==> src/rtl/sll_iter_shifter_pkg.sv <==
`default_nettype none
// ============================================================================
// Module   : shifter_pkg
// Purpose  : Shared definitions for the iterative logical-left shifter:
//            datapath widths, the controller state encoding and the check
//            that decides which per-cycle step sizes are supported.
// Contents : XLEN, SHAMT_W, state_t, LEGAL_STEP_MASK, is_legal_step()
// Revision : 1.0 - initial release
// ============================================================================
package shifter_pkg;

    // Operand width and the width of a shift distance that covers it.
    localparam int XLEN    = 32;
    localparam int SHAMT_W = 5;

    // Controller states. Two bits are enough; the fourth code is unused and
    // recovers to IDLE.
    typedef enum logic [1:0] {
        IDLE  = 2'd0,
        SHIFT = 2'd1,
        DONE  = 2'd2
    } state_t;

    // One bit per step size: bit N set means a step of N positions per
    // cycle is supported. Only powers of two up to 16 qualify, so the
    // barrel inside sll_step stays a clean log2 ladder.
    localparam logic [31:0] LEGAL_STEP_MASK = 32'h0001_0116;

    // Elaboration-time helper used to reject an unsupported step size.
    function automatic logic is_legal_step(input int step);
        logic [4:0] idx;
        idx = step[4:0];
        if (step < 1 || step > 31) begin
            return 1'b0;
        end
        return LEGAL_STEP_MASK[idx];
    endfunction

endpackage : shifter_pkg
`default_nettype wire

==> src/rtl/sll_iter_shifter_step.sv <==
`default_nettype none
// ============================================================================
// Module   : sll_step
// Purpose  : Combinational left shift by 0..STEP positions with zero fill.
//            Built as a log2(STEP)+1 stage ladder; stage k shifts by 2^k
//            when bit k of the amount is set. Bits shifted past the MSB
//            are discarded.
// Ports    : acc    in  XLEN   value to shift
//            amt    in  AMT_W  shift distance, 0..STEP
//            result out XLEN   acc << amt
// Revision : 1.0 - initial release
// ============================================================================
module sll_step
    import shifter_pkg::*;
#(
    parameter int STEP  = 1,
    parameter int AMT_W = $clog2(STEP) + 1
) (
    input  logic [XLEN-1:0]  acc,
    input  logic [AMT_W-1:0] amt,
    output logic [XLEN-1:0]  result
);

    // w_stage[k] holds the value after the first k ladder stages.
    logic [XLEN-1:0] w_stage [AMT_W+1];

    assign w_stage[0] = acc;

    for (genvar k = 0; k < AMT_W; k++) begin : g_stage
        assign w_stage[k+1] = amt[k] ? (w_stage[k] << (1 << k)) : w_stage[k];
    end

    assign result = w_stage[AMT_W];

endmodule : sll_step
`default_nettype wire

==> src/rtl/sll_iter_shifter.sv <==
`default_nettype none
// ============================================================================
// Module   : sll_iter_shifter
// Purpose  : Multicycle logical-left shifter. A request carries a 32-bit
//            operand and a 5-bit distance; the unit shifts by at most STEP
//            positions per clock and presents (data_in << shift_amount)
//            mod 2^32 on a valid/ready response port.
// Ports    : clk           in   clock, rising edge
//            rst_n         in   synchronous active-low reset
//            in_valid      in   request valid
//            in_ready      out  request accepted when high (IDLE only)
//            data_in       in   operand, sampled on request handshake
//            shift_amount  in   distance 0..31, sampled on handshake
//            out_valid     out  result valid (DONE only)
//            out_ready     in   consumer takes the result
//            data_out      out  accumulator contents
//            busy          out  high in SHIFT or DONE
// Revision : 1.0 - initial release
// ============================================================================
module sll_iter_shifter
    import shifter_pkg::*;
#(
    parameter int STEP = 1
) (
    input  logic               clk,
    input  logic               rst_n,
    input  logic               in_valid,
    output logic               in_ready,
    input  logic [XLEN-1:0]    data_in,
    input  logic [SHAMT_W-1:0] shift_amount,
    output logic               out_valid,
    input  logic               out_ready,
    output logic [XLEN-1:0]    data_out,
    output logic               busy
);

    // Width of a per-cycle shift distance: must hold the value STEP itself.
    localparam int AMT_W = $clog2(STEP) + 1;

    if (!is_legal_step(STEP)) begin : g_step_check
        $error("sll_iter_shifter: STEP=%0d is not one of 1, 2, 4, 8, 16", STEP);
    end

    state_t             r_state;
    logic [XLEN-1:0]    r_acc;
    logic [SHAMT_W-1:0] r_rem;

    logic [AMT_W-1:0]   w_amt;
    logic [SHAMT_W-1:0] w_rem_next;
    logic [XLEN-1:0]    w_shifted;

    // Take a full step while enough distance remains, otherwise finish off
    // the remainder in one go. When rem < STEP the remainder fits in AMT_W
    // bits, so the slice below loses nothing.
    assign w_amt      = (r_rem < SHAMT_W'(STEP)) ? r_rem[AMT_W-1:0] : AMT_W'(STEP);
    assign w_rem_next = r_rem - SHAMT_W'(w_amt);

    sll_step #(
        .STEP  (STEP),
        .AMT_W (AMT_W)
    ) u_step (
        .acc    (r_acc),
        .amt    (w_amt),
        .result (w_shifted)
    );

    // The accumulator is the output register; it is left untouched in DONE
    // so the result stays stable under backpressure.
    assign data_out = r_acc;

    // Controller. in_ready/out_valid/busy are registered together with the
    // next state so they are always a pure function of the state register
    // and never see in_valid or out_ready combinationally.
    always_ff @(posedge clk) begin
        if (!rst_n) begin
            r_state   <= IDLE;
            r_acc     <= '0;
            r_rem     <= '0;
            in_ready  <= 1'b1;
            out_valid <= 1'b0;
            busy      <= 1'b0;
        end else begin
            case (r_state)
                IDLE: begin
                    if (in_valid) begin
                        r_acc    <= data_in;
                        r_rem    <= shift_amount;
                        in_ready <= 1'b0;
                        busy     <= 1'b1;
                        if (shift_amount == '0) begin
                            r_state   <= DONE;
                            out_valid <= 1'b1;
                        end else begin
                            r_state   <= SHIFT;
                            out_valid <= 1'b0;
                        end
                    end
                end

                SHIFT: begin
                    r_acc <= w_shifted;
                    r_rem <= w_rem_next;
                    if (w_rem_next == '0) begin
                        r_state   <= DONE;
                        out_valid <= 1'b1;
                    end
                end

                DONE: begin
                    // No bypass to IDLE-accept in the same cycle: a new
                    // request can only be taken one cycle after this.
                    if (out_ready) begin
                        r_state   <= IDLE;
                        in_ready  <= 1'b1;
                        out_valid <= 1'b0;
                        busy      <= 1'b0;
                    end
                end

                default: begin
                    r_state   <= IDLE;
                    r_rem     <= '0;
                    in_ready  <= 1'b1;
                    out_valid <= 1'b0;
                    busy      <= 1'b0;
                end
            endcase
        end
    end

endmodule : sll_iter_shifter
`default_nettype wire

==> config.mk <==
export PLATFORM = sky130hd
export DESIGN_NAME = sll_iter_shifter
export DESIGN_NICKNAME = d
export VERILOG_FILES = /design/src/rtl/sll_iter_shifter_pkg.sv /design/src/rtl/sll_iter_shifter_step.sv /design/src/rtl/sll_iter_shifter.sv
export SDC_FILE = /design/constraint.sdc
export NUM_CORES = 1
export LEC_CHECK = 0
export ABC_AREA = 1
export BUFFER_PORTS_ARGS = -buffer_cell sky130_fd_sc_hd__buf_2
export CAP_MARGIN = 20
export CELL_PAD_IN_SITES_DETAIL_PLACEMENT = 1
export CELL_PAD_IN_SITES_GLOBAL_PLACEMENT = 1
export CORE_MARGIN = 8
export CORE_UTILIZATION = 33
export CTS_CLUSTER_DIAMETER = 40
export CTS_CLUSTER_SIZE = 30
export DETAILED_ROUTE_END_ITERATION = 8
export HOLD_SLACK_MARGIN = 0.05
export PLACE_DENSITY = 0.9
export SKIP_LAST_GASP = 1
export SLEW_MARGIN = 0
export SYNTH_ARGS = -nofsm -noshare
export SYNTH_HDL_FRONTEND = slang
export SYNTH_SLANG_ARGS = --single-unit
==> constraint.sdc <==
create_clock -name clk -period 1.7 [get_ports clk]
set_input_delay 0.085 -clock clk [delete_from_list [all_inputs] [get_ports clk]]
set_output_delay 0.085 -clock clk [all_outputs]
set_load 0.05 [all_outputs]
==> impl_results.md, run 1 <==
* Result of the run: complete, no violations
* Share of flip-flops with an asynchronous set or reset after synthesis at 0%
* Average cell area after synthesis at 6.26 um^2
* CTS HTree Levels at 2
* Number of clock buffers inserted by TritonCTS at 5
* Source of the worst register-to-register timing path: r_rem[3]$_SDFFE_PN0P_
* Number of top-level pins at 76
* Insertion delay to the later sink of the worst-skew pair at roughly 0.3 ns
* Via density per instance at 4.91
* Lkg Pwr at around 0.0014 uW
* Worst hold slack across all endpoints at 0.0697 ns
* Synth Register Bits at 41
* Worst Setup Slack post-DPL at -0.00813 ns
* Worst r2r path cells at 14
* Overflow left after global routing at 0
* Initial antenna violation count at 0
* FP Rows at 28
* Required @ worst endpoint at 1.89 ns
* Overall die width at 94.7 um
* Fraction of layout cells with a size suffix above 1 at between 20% and 30%
* Most instantiated cells after synthesis: 111 x sky130_fd_sc_hd__nand2_1, 68 x sky130_fd_sc_hd__nor2_1, 41 x sky130_fd_sc_hd__dfxtp_1, 37 x sky130_fd_sc_hd__o21ai_0, 14 x sky130_fd_sc_hd__inv_1
* Final RePlAce weighted congestion at approximately 0.84
* Routed wire per std cell at between 10 and 15 um
* Fmax achieved at between 0.6 and 0.7 GHz
* Clock tree from TritonCTS: done
* Fraction of the core area covered by cells at the end of the flow at 44.1%
* Full die area at ~9000 um^2
* Biggest area consumer among synthesized cells: sky130_fd_sc_hd__dfxtp_1
* Tmin final at ~1.6 ns
* Longest Clk Path Bufs at 2
* Pin count of the biggest net entering global routing at 35
* Source of the critical timing path: r_rem[3]$_SDFFE_PN0P_
* Final setup margin at 0.0712 ns
* Class of the tightest hold or removal check: primary input to register
* Relative area change from synthesis to final layout at 28.3%
* Total Power at ~5600 uW
* Minimum setup slack among reg-to-reg paths at slightly above 0.07 ns
* Worst IR drop on VDD at about 0.86 mV
* CP Class: register to register
* Detailed placement HPWL at 5080 um
* CP endpoint kind: register
* DRT Wirelength at 6860 um
* Vias at 2,330
* Overall track demand over capacity in global routing at between 10% and 20%
* Count of unique library cells instantiated by Yosys at 22
* Core footprint at 5960 um^2
* Worst rel slew slack at between 70% and 80%
* Proportion of synthesized chip area in sequential cells at about two fifths
* Die Y at approximately 95 um
* Number of flops mapped to enable cells by yosys at 0
* Synth Flop Type: sky130_fd_sc_hd__dfxtp_1
* Slew @ Worst Pin at roughly 0.42 ns
* Cell Pwr Density at around 2100 nW/um^2
* # nets final at between 400 and 500
* Count of buffers inserted at the top-level ports at 75
* Residual DRC at 0
* Critical Path Sink: r_state[0]$_SDFFE_PN0P_
* Area share of the largest cell type after synthesis at 40.1%
* Ant. Diodes at 0
* Router iterations before antenna repair at 4
* Finished layout cell area at 2630 um^2
* Post-route clock period utilization at between 90% and 100%
* CP Launch Type: register
* Synthesized net count at 369
* Antenna-violating nets left at 0
* Setup repair after global routing missed its margin: true
* Worst EP arrival at 1.82 ns
* Worst Path Max Fanout at 4
* Number of slew-limit violations in the final report at 0
* Number of violations of the max-capacitance limit at 0
* Final-report hold violation count at 0
* Setup violations, final at 0
* CTS Root Cell: sky130_fd_sc_hd__clkbuf_8
* Total standard cell area after synthesis at between 2000 and 2500 um^2
* Syn Inst Count at roughly 330
* Most frequent cell after synthesis: sky130_fd_sc_hd__nand2_1
* Clock sink count at 41
* Largest cells by area after synthesis: sky130_fd_sc_hd__dfxtp_1 40%, sky130_fd_sc_hd__nand2_1 20%, sky130_fd_sc_hd__nor2_1 12%, sky130_fd_sc_hd__o21ai_0 9.1%, sky130_fd_sc_hd__a21oi_1 2.9%
* Initial core utilization at 34.3%
* Vias in the first global route at ~2,400
* Worst reg2reg endpoint: r_state[0]$_SDFFE_PN0P_
* Clock-pin slew of the registers on the worst-case setup and hold paths at around 0.080 ns
* Total placed instance area at 2470 um^2
* First DRT Iteration DRCs at between 90 and 100
* Synth Warn # at 0
* Post-Route Skew at ~0.009 ns
* Global-route wire length before repair at about 11,000 um
metal layers:
layer	share of wire, %	track usage [%]	up-vias
met5	0	0	-
met4	1.8	5.07	0
met3	5.5	4.13	13
met2	50	27.1	51
met1	43	17.3	1090
li1	-	-	1176
worst min path at each step:
stage | from | end | slack (ns) | cells past startpoint
after floorplan | in_valid | busy$_SDFFE_PN0P_ | 0.23 | 2
after global placement | data_in[0] | data_out[0]$_SDFFE_PN0P_ | 0.36 | 3
after detailed placement | data_in[0] | data_out[0]$_SDFFE_PN0P_ | 0.38 | 3
after CTS | data_in[0] | data_out[0]$_SDFFE_PN0P_ | 0.07 | 3
after global routing | in_valid | busy$_SDFFE_PN0P_ | 0.08 | 3
final | data_in[0] | data_out[0]$_SDFFE_PN0P_ | 0.07 | 3
layout make-up:
class	count	area, um^2
clock buffer	5	68.8
clock inverter	3	46.3
fill	862	3330
inverter	17	66.3
multi-input combinational	252	1100
sequential	41	826
tap	75	93.8
timing repair buffer	82	428
power by group:
group / total (uW) / switching, uW / internal (uW)
Clock: 799 / 360 / 440
Combinational: 3170 / 2360 / 810
Sequential: 1590 / 275 / 1320
Total: 5570 / 3000 / 2570
metrics by stage:
| stage | TNS, ns | std cells |
|---|---|---|
| 6_report | 0 | 475 |
| 5_1_grt | -0.00513 | 475 |
| 3_5_place_dp | -0.00813 | 466 |
| 2_1_floorplan | 0 | 327 |
| 3_3_place_gp | 0 | 466 |
| 4_1_cts | 0 | 474 |
cell families (layout without fill, tap and decap cells):
| family | Yosys count | in the layout | synth area share [%] |
|---|---|---|---|
| flops | 41 | 41 | 40.1 |
| fa+ha+maj | 1 | 1 | 0.612 |
| simple gates | 196 | 196 | 37.7 |
| buf+inv | 34 | 107 | 7.65 |
| compound gates | 55 | 55 | 13.9 |
state kept, by name, summed over array words and instances, names as in the netlist:
name and cells:
out_valid 1, data_out 32, r_rem 5, busy 1
r_state 1, in_ready 1
layout by cell type (no fill, tap or decap):
| cell type | instances |
|---|---|
| sky130_fd_sc_hd__dfxtp_1 | 37 |
| sky130_fd_sc_hd__buf_2 | 75 |
| sky130_fd_sc_hd__bufinv_16 | 1 |
| sky130_fd_sc_hd__buf_4 | 7 |
| sky130_fd_sc_hd__o211ai_1 | 1 |
| sky130_fd_sc_hd__inv_4 | 1 |
| sky130_fd_sc_hd__nand2_1 | 108 |
| sky130_fd_sc_hd__ha_2 | 1 |
| sky130_fd_sc_hd__o21ai_1 | 3 |
| sky130_fd_sc_hd__clkinv_4 | 1 |
| sky130_fd_sc_hd__clkbuf_8 | 5 |
| sky130_fd_sc_hd__inv_1 | 12 |
| sky130_fd_sc_hd__a221oi_1 | 1 |
| sky130_fd_sc_hd__nor2_1 | 65 |
| sky130_fd_sc_hd__a211oi_1 | 1 |
| sky130_fd_sc_hd__a21oi_1 | 12 |
| sky130_fd_sc_hd__clkinvlp_4 | 1 |
| sky130_fd_sc_hd__nand3_2 | 1 |
| sky130_fd_sc_hd__inv_2 | 4 |
| sky130_fd_sc_hd__nand2_2 | 4 |
| sky130_fd_sc_hd__nor2_2 | 2 |
| sky130_fd_sc_hd__o21ai_0 | 37 |
| sky130_fd_sc_hd__dfxtp_2 | 4 |
| sky130_fd_sc_hd__nand4_1 | 4 |
| sky130_fd_sc_hd__nand3_1 | 9 |
| sky130_fd_sc_hd__nand3b_1 | 1 |
| sky130_fd_sc_hd__nor2_4 | 2 |
worst max-delay path: stages (launching register included):
cell and delay (ns):
sky130_fd_sc_hd__dfxtp_2 0.37, sky130_fd_sc_hd__nor2_2 0.05, sky130_fd_sc_hd__nand2_2 0.07, sky130_fd_sc_hd__inv_1 0.05, sky130_fd_sc_hd__nor2_1 0.13, sky130_fd_sc_hd__ha_2 0.23
sky130_fd_sc_hd__inv_2 0.04, sky130_fd_sc_hd__nand2_2 0.07, sky130_fd_sc_hd__nand3_2 0.07, sky130_fd_sc_hd__nand2_2 0.08, sky130_fd_sc_hd__inv_2 0.04, sky130_fd_sc_hd__nor2_2 0.09
sky130_fd_sc_hd__nand4_1 0.08, sky130_fd_sc_hd__nand3_1 0.09, sky130_fd_sc_hd__inv_1 0.05
repair_timing:
item                       4_1_cts  5_1_grt
gates resized for setup          4       13
buffers inserted                 0        1
hold endpoints to repair         0        0
hold buffers                     0        0
pin swaps                        0        4
setup endpoints to repair        2        3
Power figures use the tool's default switching activity.
==> inputs of run 2 (changes only) <==
--- a/config.mk
+++ b/config.mk
@@ -5,18 +5,18 @@
 export SDC_FILE = /design/constraint.sdc
 export NUM_CORES = 1
 export LEC_CHECK = 0
-export ABC_AREA = 1
+export ABC_AREA = 0
 export BUFFER_PORTS_ARGS = -buffer_cell sky130_fd_sc_hd__buf_2
 export CAP_MARGIN = 20
 export CELL_PAD_IN_SITES_DETAIL_PLACEMENT = 1
 export CELL_PAD_IN_SITES_GLOBAL_PLACEMENT = 1
 export CORE_MARGIN = 8
-export CORE_UTILIZATION = 33
+export CORE_UTILIZATION = 34
 export CTS_CLUSTER_DIAMETER = 40
 export CTS_CLUSTER_SIZE = 30
 export DETAILED_ROUTE_END_ITERATION = 8
 export HOLD_SLACK_MARGIN = 0.05
-export PLACE_DENSITY = 0.9
+export PLACE_DENSITY = 0.89
 export SKIP_LAST_GASP = 1
 export SLEW_MARGIN = 0
 export SYNTH_ARGS = -nofsm -noshare
==> run 2 against run 1 <==
The flow now finishes with violations (setup timing). Total power increased by 12%. Cell area increased by 5.0%. Final cell count decreased by 13%. Sequential share of layout area decreased by 1.5 points. Register-to-register slack got worse by 0.42 ns. Die area decreased by 5.8%. Non-clock buffer count increased by 21. Synthesized area decreased by 4.2%. Largest power group unchanged.
==> impl_results.md, run 2 <==
* Result of the run: finished, violations left
* Violated checks: setup timing
* Longest Clk Path Bufs at 2
* Full die area at roughly 8500 um^2
* Number of top-level pins at 76
* Met3 wire length at roughly 420 um
* Total standard cell area after synthesis at ~2000 um^2
* Critical Path Sink: r_state[0]$_SDFFE_PN0P_
* Routed wire per std cell at 16.3 um
* Biggest area consumer among synthesized cells: sky130_fd_sc_hd__dfxtp_1
* Source of the critical timing path: r_rem[1]$_SDFFE_PN0P_
* Core footprint at between 5000 and 6000 um^2
* Source of the worst register-to-register timing path: r_rem[1]$_SDFFE_PN0P_
* Insertion delay to the later sink of the worst-skew pair at 0.29 ns
* Synth Flop Type: sky130_fd_sc_hd__dfxtp_1
* Initial core utilization at between 30% and 40%
* # nets final at roughly 380
* Area used by multi-input combinational logic at between 1000 and 1500 um^2
* First DRT Iteration DRCs at approximately 70
* Router iterations before antenna repair at 4
* Count of buffers inserted at the top-level ports at 75
* Class of the tightest hold or removal check: primary input to register
* CTS HTree Levels at 2
* Slew @ Worst Pin at between 0.3 and 0.4 ns
* CP endpoint kind: register
* Average cell area after synthesis at a little under 8 um^2
* Worst IR drop on VDD at approximately 0.84 mV
* Met2 routed WL at roughly 3200 um
* Cell Pwr Density at 2260 nW/um^2
* Die Y at between 90 and 100 um
* Synth Register Bits at a little over 40
* Share of flip-flops with an asynchronous set or reset after synthesis at 0%
* Synth Warn # at 0
* Slowest cell on the critical path: sky130_fd_sc_hd__a221o_1
* Crit-path cells: nor4_4, nor2_2, ha_2, xnor2_2, o211ai_1, a221o_1, o311a_1
* Number of slew-limit violations in the final report at 0
* Share of power burned in the clock network at a little over an eighth
* Largest cells by area after synthesis: sky130_fd_sc_hd__dfxtp_1 42%, sky130_fd_sc_hd__a311oi_1 14%, sky130_fd_sc_hd__nand2_1 13%, sky130_fd_sc_hd__nor2_1 9.0%, sky130_fd_sc_hd__mux2i_1 3.1%
* Post-route clock period utilization at 121%
* Pin count of the biggest net entering global routing at 36
* Worst rel slew slack at 74.0%
* Worst Path Max Fanout at 2
* Share of power burned in combinational logic at around 60%
* Antenna-violating nets left at 0
* Number of flops mapped to enable cells by yosys at 0
* Setup repair after global routing missed its margin: true
* Finished layout cell area at roughly 2800 um^2
* Number of clock buffers inserted by TritonCTS at 5
* Overflow left after global routing at 0
* Fraction of layout cells with a size suffix above 1 at 35.0%
* Vias in the first global route at around 2,300
* CP Launch Type: register
* Sequential standard cell area at approximately 830 um^2
* Fmax achieved at between 0.4 and 0.5 GHz
* Net switching power at slightly above 3000 uW
* Overall track demand over capacity in global routing at between 10% and 20%
* Final setup margin at -0.351 ns
* Most frequent cell after synthesis: sky130_fd_sc_hd__nand2_1
* Number of violations of the max-capacitance limit at 0
* Clock sink count at between 40 and 50
* Met1 routed wirelength after detailed routing at 3070 um
* Setup total negative slack at -0.815 ns
* Family with the most delay on the worst path: compound AO/OA/AOI/OAI gates
* DRT Wirelength at 6710 um
* Overall die width at between 90 and 100 um
* Total internal power at 3120 uW
* Leading cell type in the layout, fill and taps excluded: sky130_fd_sc_hd__buf_2
* Final-report hold violation count at 0
* Clock-pin slew of the registers on the worst-case setup and hold paths at 0.09 ns
* Minimum setup slack among reg-to-reg paths at -0.35 ns
* Setup violations, final at 3
* Number of filler instances in the final layout at slightly above 700
* Worst reg2reg endpoint: r_state[0]$_SDFFE_PN0P_
* Share of total power in sequential cells at about a quarter
* Top routing layer in use: met4
* Required @ worst endpoint at 1.88 ns
* Residual DRC at 0
* CP Class: register to register
* Vias at roughly 2,100
* Clock tree from TritonCTS: done
* Stages on the worst setup path at 7
* Final RePlAce weighted congestion at 0.820
* CTS Root Cell: sky130_fd_sc_hd__clkbuf_8
* Worst r2r path cells at 7
* Via density per instance at 5.17
* Lkg Pwr at 0.00128 uW
* Detailed placement HPWL at roughly 4700 um
* Global-route wire length before repair at 11,000 um
* FP Rows at 27
* Fraction of power spent switching nets at between 40% and 50%
* Worst hold slack across all endpoints at slightly below 0.06 ns
* Synthesized net count at roughly 290
* Flip-flop count of the largest register, all copies and words added at 32
* Commonest non-fill, non-tap cells in the layout: 75 x sky130_fd_sc_hd__buf_2, 68 x sky130_fd_sc_hd__nand2_1, 46 x sky130_fd_sc_hd__nor2_1
* Ant. Diodes at 0
* Area share of the largest cell type after synthesis at between 40% and 50%
* Syn Inst Count at 249
* Relative area change from synthesis to final layout at 40.6%
* Initial antenna violation count at 0
* Count of unique library cells instantiated by Yosys at 35
* Tmin final at about 2.1 ns
* Post-Route Skew at between 0.008 and 0.009 ns
* Total placed instance area at 2500 um^2
* Sum of buffers and inverters on the critical path at 0
* Worst EP arrival at ~2.2 ns
* Largest stage delay on the critical path at 0.37 ns
* Most instantiated cells after synthesis: 68 x sky130_fd_sc_hd__nand2_1, 47 x sky130_fd_sc_hd__nor2_1, 41 x sky130_fd_sc_hd__dfxtp_1, 31 x sky130_fd_sc_hd__a311oi_1, 11 x sky130_fd_sc_hd__clkbuf_1
* Proportion of synthesized chip area in sequential cells at between 40% and 50%
## run 2: changes by cell type in the layout (fill, tap and decap cells not counted), sizes merged, moves of 6 or more
cell and delta:
inv -13, mux2i +6, a21oi -11, o21ai -39, a311oi +31, nor2 -22
nand3 -9, nand2 -44, buf +15
## run 2: timing repair
item / in CTS / in global routing
buffers inserted: 3 / 2
pin swaps: 5 / 2
gates resized for setup: 2 / 2
hold endpoints to repair: 5 / 0
cloned: 1 / 0
hold buffers: 5 / 0
endpoints found under the setup margin: 4 / 12
## run 2: kinds of logic after synthesis
group,share of synthesized area (%)
and+or+nand+nor,27.8
DFF,41.9
AOI/OAI and AO/OA,20.9
xor gates and xnor gates,0.447
buffers and inverters,5.36
adders and majority gates,0.638
muxes,3.06
## run 2: worst min path at each step
stage,start,endpoint,slack [ns],cells after the start
2_1_floorplan,data_in[25],data_out[25]$_SDFFE_PN0P_,0.25,2
3_3_place_gp,rst_n,in_ready$_SDFFE_PN1P_,0.35,2
3_5_place_dp,rst_n,in_ready$_SDFFE_PN1P_,0.36,2
4_1_cts,data_in[7],data_out[7]$_SDFFE_PN0P_,0.06,3
5_1_grt,data_in[29],data_out[29]$_SDFFE_PN0P_,0.05,3
6_report,data_in[17],data_out[17]$_SDFFE_PN0P_,0.06,3
## run 2: area by class of cell
type / instances / area share [%]
clock inverters: 2 / 1.32
well taps: 72 / 3.27
inverters: 4 / 0.545
flip-flops and latches: 41 / 30.0
multi-input cells: 184 / 38.4
clock buffers: 6 / 3.00
repair buffers: 103 / 23.5
## run 2: power by group through the flow
| stage | clock network [uW] | logic (uW) | registers, uW |
|---|---|---|---|
| final | 837 | 3770 | 1630 |
| after global routing | 906 | 4030 | 1700 |
| after CTS | 863 | 3740 | 1630 |
| after detailed placement | 0 | 3480 | 1650 |
| after global placement | 0 | 3380 | 1630 |
| after floorplan | 0 | 1420 | 2750 |
## run 2: through the flow
| step | utilization (%) | total power (uW) | setup WS, ns | instances |
|---|---|---|---|---|
| floorplan | - | 4170 | -0.183 | 249 |
| global placement | 45.2 | 5020 | -0.211 | 393 |
| detailed placement | 45.2 | 5140 | -0.297 | 393 |
| CTS | 49.4 | 6230 | -0.293 | 410 |
| global route | 49.8 | 6630 | -0.454 | 412 |
| finish | 49.8 | 6240 | -0.351 | 412 |
## run 2: worst reg2reg max path, delay by kind of cell (launching register included)
| family | cells | cell delay (ns) |
|---|---|---|
| and+or+nand+nor | 2 | 0.40 |
| adders and majority gates | 1 | 0.20 |
| AOI/OAI and AO/OA | 3 | 0.82 |
| xor gates and xnor gates | 1 | 0.17 |
| DFF | 1 | 0.34 |
## run 2: routing by layer
| layer | track usage (%) | vias to the layer above |
|---|---|---|
| li1 | - | 1047 |
| met5 | 0 | - |
| met4 | 4.70 | 0 |
| met3 | 4.56 | 5 |
| met2 | 26.0 | 61 |
| met1 | 18.7 | 1015 |
